`src/rtl/if_id_reg_pkg.sv`:
```
// Shared constants and payload type for the IF/ID pipeline register.
package if_id_reg_pkg;

  localparam int unsigned XLEN  = 32;
  localparam int unsigned EXC_W = 5;

  // ExcCode values used by the pipeline
  localparam logic [EXC_W-1:0] EXC_NONE = 5'd0;
  localparam logic [EXC_W-1:0] EXC_ADEL = 5'd4;
  localparam logic [EXC_W-1:0] EXC_RI   = 5'd10;
  localparam logic [EXC_W-1:0] EXC_OV   = 5'd12;

  // Default text segment bounds and exception handler entry
  localparam logic [XLEN-1:0] TEXT_BASE_DEF  = 32'h0000_3000;
  localparam logic [XLEN-1:0] TEXT_TOP_DEF   = 32'h0000_6FFC;
  localparam logic [XLEN-1:0] HANDLER_PC_DEF = 32'h0000_4180;

  // Contents of the D stage register
  typedef struct packed {
    logic [XLEN-1:0]  pc;
    logic [XLEN-1:0]  instr;
    logic [EXC_W-1:0] exc;
    logic             bd;
    logic             valid;
  } id_stage_t;

endpackage

```
`src/rtl/if_id_reg_if.sv`:
```
// F-to-D bus: pipeline control, fetched instruction in, D-stage state out.
interface if_id_reg_if;
  import if_id_reg_pkg::*;

  logic             stall;
  logic             req;
  logic             eret_clr;
  logic             is_bj_d;
  logic [XLEN-1:0]  pc_f;
  logic [XLEN-1:0]  instr_f;
  logic [XLEN-1:0]  pc_d;
  logic [XLEN-1:0]  instr_d;
  logic [EXC_W-1:0] exc_d;
  logic             bd_d;
  logic             valid_d;

  // Pipeline side: drives F inputs and control, observes D stage
  modport master (
    output stall, req, eret_clr, is_bj_d, pc_f, instr_f,
    input  pc_d, instr_d, exc_d, bd_d, valid_d
  );

  // Register side
  modport slave (
    input  stall, req, eret_clr, is_bj_d, pc_f, instr_f,
    output pc_d, instr_d, exc_d, bd_d, valid_d
  );

endinterface

```
`src/rtl/if_id_reg_fetch_addr_chk.sv`:
```
// Fetch address check: flags a misaligned or out-of-text-segment PC (AdEL).
module fetch_addr_chk
  import if_id_reg_pkg::*;
#(
  parameter logic [XLEN-1:0] TEXT_BASE = TEXT_BASE_DEF,
  parameter logic [XLEN-1:0] TEXT_TOP  = TEXT_TOP_DEF
) (
  input  logic [XLEN-1:0] pc,
  output logic            adel
);

  // Unsigned compares; both bounds are themselves legal addresses
  always_comb begin
    adel = (pc[1:0] != 2'b00) || (pc < TEXT_BASE) || (pc > TEXT_TOP);
  end

endmodule

```
`src/rtl/if_id_reg.sv`:
```
// IF/ID pipeline register with flush, stall, ERET kill and fetch-fault tagging.
// Build option: define IF_ID_FETCH_EXC_EN to enable the fetch address check
// (AdEL on misaligned or out-of-text PC); otherwise exc_d is always 0.
module if_id_reg
  import if_id_reg_pkg::*;
#(
  parameter logic [XLEN-1:0] TEXT_BASE  = TEXT_BASE_DEF,
  parameter logic [XLEN-1:0] TEXT_TOP   = TEXT_TOP_DEF,
  parameter logic [XLEN-1:0] HANDLER_PC = HANDLER_PC_DEF
) (
  input logic        clk,
  input logic        reset,
  if_id_reg_if.slave bus
);

  localparam id_stage_t RESET_VAL = '{pc: TEXT_BASE, instr: '0, exc: EXC_NONE,
                                      bd: 1'b0, valid: 1'b0};

  id_stage_t stage_q;
  id_stage_t stage_d;
  logic      fetch_exc;

`ifdef IF_ID_FETCH_EXC_EN
  logic adel;

  fetch_addr_chk #(
    .TEXT_BASE (TEXT_BASE),
    .TEXT_TOP  (TEXT_TOP)
  ) u_fetch_addr_chk (
    .pc   (bus.pc_f),
    .adel (adel)
  );

  assign fetch_exc = adel;
`else
  assign fetch_exc = 1'b0;
`endif

  // Next D-stage contents: req > stall > eret_clr > load
  always_comb begin
    stage_d = stage_q;
    if (bus.req) begin
      stage_d = '{pc: HANDLER_PC, instr: '0, exc: EXC_NONE, bd: 1'b0, valid: 1'b0};
    end else if (bus.stall) begin
      stage_d = stage_q;
    end else if (bus.eret_clr) begin
      stage_d = '{pc: bus.pc_f, instr: '0, exc: EXC_NONE, bd: 1'b0, valid: 1'b0};
    end else begin
      stage_d.pc    = bus.pc_f;
      stage_d.bd    = bus.is_bj_d;
      stage_d.valid = 1'b1;
      if (fetch_exc) begin
        // Faulting word is squashed so it never decodes; bd kept for EPC
        stage_d.exc   = EXC_ADEL;
        stage_d.instr = '0;
      end else begin
        stage_d.exc   = EXC_NONE;
        stage_d.instr = bus.instr_f;
      end
    end
  end

  // D-stage register with synchronous reset
  always_ff @(posedge clk) begin
    if (reset) begin
      stage_q <= RESET_VAL;
    end else begin
      stage_q <= stage_d;
    end
  end

  assign bus.pc_d    = stage_q.pc;
  assign bus.instr_d = stage_q.instr;
  assign bus.exc_d   = stage_q.exc;
  assign bus.bd_d    = stage_q.bd;
  assign bus.valid_d = stage_q.valid;

endmodule

```
`src/flat_wrapper.sv`:
```
// flat-port wrapper written by rule: the top's interface ports become plain ports
module if_id_reg_flat import if_id_reg_pkg::*;
#(
  parameter logic [XLEN-1:0] TEXT_BASE  = TEXT_BASE_DEF,
  parameter logic [XLEN-1:0] TEXT_TOP   = TEXT_TOP_DEF,
  parameter logic [XLEN-1:0] HANDLER_PC = HANDLER_PC_DEF
)
  (clk, reset, bus_stall, bus_req, bus_eret_clr, bus_is_bj_d, bus_pc_f, bus_instr_f, bus_pc_d, bus_instr_d, bus_exc_d, bus_bd_d, bus_valid_d);
  if_id_reg_if bus_i ();
  input logic clk;
  input logic reset;
  input wire logic [$bits(bus_i.stall)-1:0] bus_stall;
  input wire logic [$bits(bus_i.req)-1:0] bus_req;
  input wire logic [$bits(bus_i.eret_clr)-1:0] bus_eret_clr;
  input wire logic [$bits(bus_i.is_bj_d)-1:0] bus_is_bj_d;
  input wire logic [$bits(bus_i.pc_f)-1:0] bus_pc_f;
  input wire logic [$bits(bus_i.instr_f)-1:0] bus_instr_f;
  output wire logic [$bits(bus_i.pc_d)-1:0] bus_pc_d;
  output wire logic [$bits(bus_i.instr_d)-1:0] bus_instr_d;
  output wire logic [$bits(bus_i.exc_d)-1:0] bus_exc_d;
  output wire logic [$bits(bus_i.bd_d)-1:0] bus_bd_d;
  output wire logic [$bits(bus_i.valid_d)-1:0] bus_valid_d;
  assign bus_i.stall = bus_stall;
  assign bus_i.req = bus_req;
  assign bus_i.eret_clr = bus_eret_clr;
  assign bus_i.is_bj_d = bus_is_bj_d;
  assign bus_i.pc_f = bus_pc_f;
  assign bus_i.instr_f = bus_instr_f;
  assign bus_pc_d = bus_i.pc_d;
  assign bus_instr_d = bus_i.instr_d;
  assign bus_exc_d = bus_i.exc_d;
  assign bus_bd_d = bus_i.bd_d;
  assign bus_valid_d = bus_i.valid_d;
  if_id_reg #(.TEXT_BASE(TEXT_BASE), .TEXT_TOP(TEXT_TOP), .HANDLER_PC(HANDLER_PC)) u_core (.clk(clk), .reset(reset), .bus(bus_i));
endmodule
```
`config.mk`:
```
export PLATFORM = sky130hd
export DESIGN_NAME = if_id_reg_flat
export DESIGN_NICKNAME = d
export VERILOG_FILES = /design/src/rtl/if_id_reg_pkg.sv /design/src/rtl/if_id_reg_if.sv /design/src/rtl/if_id_reg_fetch_addr_chk.sv /design/src/rtl/if_id_reg.sv /design/src/flat_wrapper.sv
export SDC_FILE = /design/constraint.sdc
export NUM_CORES = 1
export LEC_CHECK = 0
export ABC_AREA = 1
export CAP_MARGIN = 10
export CORE_ASPECT_RATIO = 0.6
export CORE_MARGIN = 2
export CORE_UTILIZATION = 37
export DETAILED_ROUTE_END_ITERATION = 10
export GPL_TIMING_DRIVEN = 0
export HOLD_SLACK_MARGIN = 0.15
export PLACE_DENSITY = 0.77
export SLEW_MARGIN = 40
export SYNTH_ARGS = -nofsm -noshare
export SYNTH_HDL_FRONTEND = slang
export SYNTH_SLANG_ARGS = --single-unit
```
`constraint.sdc`:
```
create_clock -name clk -period 1 [get_ports clk]
set_input_delay 0.1 -clock clk [delete_from_list [all_inputs] [get_ports clk]]
set_output_delay 0.1 -clock clk [all_outputs]
set_load 0.1 [all_outputs]
```
==> impl_results.md <==
- Final ANT Viol Nets: 0
- Slowest cell on the critical path: dfxtp_2
- Critical path startpoint category: register
- DRC Markers: 0
- Arrival time at the worst endpoint: around 0.9 ns
- Post-synthesis compound-gate area fraction: 0.140
- RSZ-0062 raised after global routing: yes
- Adder-Cell Fraction of Synth Area: 0
- Design Power: 6930 uW
- Hold_sp: bus_stall
- Xor/xnor share of the synthesized area: 0
- Share of cells above drive strength 1: 0.452
- Crit-path max FO: 2
- Die width: 108 um
- DRT iter0 DRCs: 117
- # Max-Cap Violations: 0
- Fmax: between 1000 and 1500 MHz
- Post-Layout Cell Count: 562
- H-tree Lvls: 3
- Primary FF master, synth: dfxtp_1
- CTS clk-pin slew, worst paths: about 0.070 ns
- Delay-heaviest family, CP: flip-flops
- Clock skew: 0 ns
- Vias in the first global route: approximately 2,700
- Hold Path Depth: 4
- GPL Wtd Cong: 0.741
- CTS Hold Bufs: 0
- Leakage power: slightly above 0.002 uW
- Num ports: around 140
- Starting Density: 0.389
- Area share of the largest cell type after synthesis: 0.547
- Via count: 2,659
- CP bufs+invs: 1
- CP Class: register to output port
- Pre-Repair DR Iteration Count: 4
- P per Cell Area: 1370 mW/mm2
- Largest net degree at the start of global routing: 12
- Overflow after GRT: 0
- Top post-synthesis cells by count: nand2_1 (123), dfxtp_1 (66), a21oi_1 (52)
- Final net count: 543
- Post-synth EDFFs: 0
- Main combinational cell family by area after synthesis: simple AND/OR/NAND/NOR gates
- Initial antenna violation count: 0
- Fillers: 368
- Mux contribution to synthesized area: 0
- Status: finished, final reports clean
- Sink Count: 66
- Dpl cells: between 500 and 600
- Worst reg-to-reg path cell count: 3
- Synth top area cells: dfxtp_1 (55%), nand2_1 (19%), a21oi_1 (11%)
- DRT Wirelength: 8650 um
- Tmin final: 0.998 ns
- Yosys cell types: 15
- Synth Area in Simple Gates: 0.239
- CP Depth: 1
- Synth Instances: 301
- Final setup viols: 0
- Final Cycle Share: 0.998
- Critical Path RT: 0.90 ns
- Netlist area before placement: 0.00242 mm2
- Site Rows: 22
- TritonCTS buffer count: 9
- Cell Chain, Critical Path: buf_12
- First-pass GRT wire length: 13,300 um
- Setup TNS: 0 ns
- Sequential area share after synthesis: 0.547
- Yosys Warn Count: 0
- Total Routing Usage GR: 0.245
- Total core area: 0.00622 mm2
- Slowest Stage Delay on Critical Path: 0.36 ns
- Hold/Removal Path Class: input pin to register
- Final hold slack: 0.248 ns
- Crit. Startpoint: u_core.bus.pc_d[10]
- Flops & latches, synth: 66
- Largest area contributor in the netlist: dfxtp_1
- Worst-Skew Late Latency: 0.34 ns
- Port bufs: 135
- Peak supply drop: 0.000807 V
- Max Root-Sink Buffers: 2
- Vias per Instance: 4.73
- Antenna cell count: 0
- Final Max Tran Viols: 0
- Die area: approximately 0.0072 mm2
- Routed length per instance: 15.4 um
- Die Ht: around 67 um
- Critical Path End Type: output port
- CTS tree: done
- Most frequent cell after synthesis: nand2_1
- Clock root cell: clkbuf_8
- Syn Area/Cell: 8.03 um2
- Area Growth Syn to Fin: 109%
- R2r startpoint: u_core.bus.instr_d[19]
- Synth async-reset ratio: 0
- Placed wire-length estimate: 5070 um
- Final Hold Viols: 0
-- cell type report --
class | count | area, um2 | share of cell area
flip-flops and latches | 66 | 1410 | 0.279
clock inverters | 5 | 77.6 | 0.0153
inverters | 7 | 27.5 | 0.00544
clock buffers | 11 | 141 | 0.0279
repair buffers | 157 | 2180 | 0.431
multi-input cells | 209 | 945 | 0.187
well taps | 84 | 105 | 0.0208
plain buffers | 23 | 174 | 0.0344
-- logic make-up after synthesis --
group	Yosys count
buffers and inverters	30
other	1
flip-flops	66
AND/OR/NAND/NOR	143
AO/OA/AOI/OAI	61
-- registers in the layout, summed over array words and instances, names as in the netlist --
register and cells:
u_core.bus.bd_d 1, u_core.bus.instr_d 32, u_core.bus.pc_d 32, u_core.bus.valid_d 1
-- placed cells by master, fill, tap and decap left out, drive strengths merged --
master         Yosys  final
clkbuf             3     17
dfxtp             66     66
bufinv             0      2
clkdlybuf4s50      0     68
inv                6      6
nor2               9      9
nand2            132    132
dlymetal6s2s       0      1
a21oi             61     61
clkinvlp           0      1
conb               1      5
clkinv             1      3
nand3              2      2
buf               20    105
-- worst register-to-register path: cells and delay by family (launching register included) --
family / cells / cell delay (ns)
flops: 1 / 0.36
compound gates: 1 / 0.16
buf+inv: 1 / 0.11
simple gates: 1 / 0.05
-- final timing paths --
check | to | slack, ns
worst max-delay path | bus_pc_d[10] | 0.002
worst max register to register | u_core.bus.instr_d[19] | 0.24
worst min register to register | u_core.bus.pc_d[24] | 0.48
worst min-delay path | u_core.bus.pc_d[24] | 0.25
-- layer usage --
metal,global-route usage,up-vias,part of all wire
li1,-,1286,-
met1,0.261,1266,0.40
met2,0.450,97,0.51
met3,0.112,10,0.083
met4,0.0545,0,0.0081
met5,0,-,0
-- stage by stage --
step	util	setup WS [ns]	area, um2
floorplan	-	0.0310	2510
global placement	0.638	-0.550	3970
detailed placement	0.585	-0.558	3640
CTS	0.788	-0.00800	4900
global route	0.813	-0.0435	5060
finish	0.813	0.00165	5060
-- where the power goes --
group | leakage, uW | switching, uW | total [uW] | internal (uW)
Sequential | 0.000567 | 85.9 | 2800 | 2720
Combinational | 0.00136 | 968 | 1650 | 677
Clock | 0.000109 | 1020 | 2480 | 1460
-- repair_timing --
| action | CTS | global route |
|---|---|---|
| setup endpoints to repair | 125 | 126 |
| gates cloned | 0 | 1 |
| pin swaps | 0 | 1 |
| buffers inserted | 6 | 15 |
| resized for setup | 270 | 17 |
(Power assumes the default switching activity.)
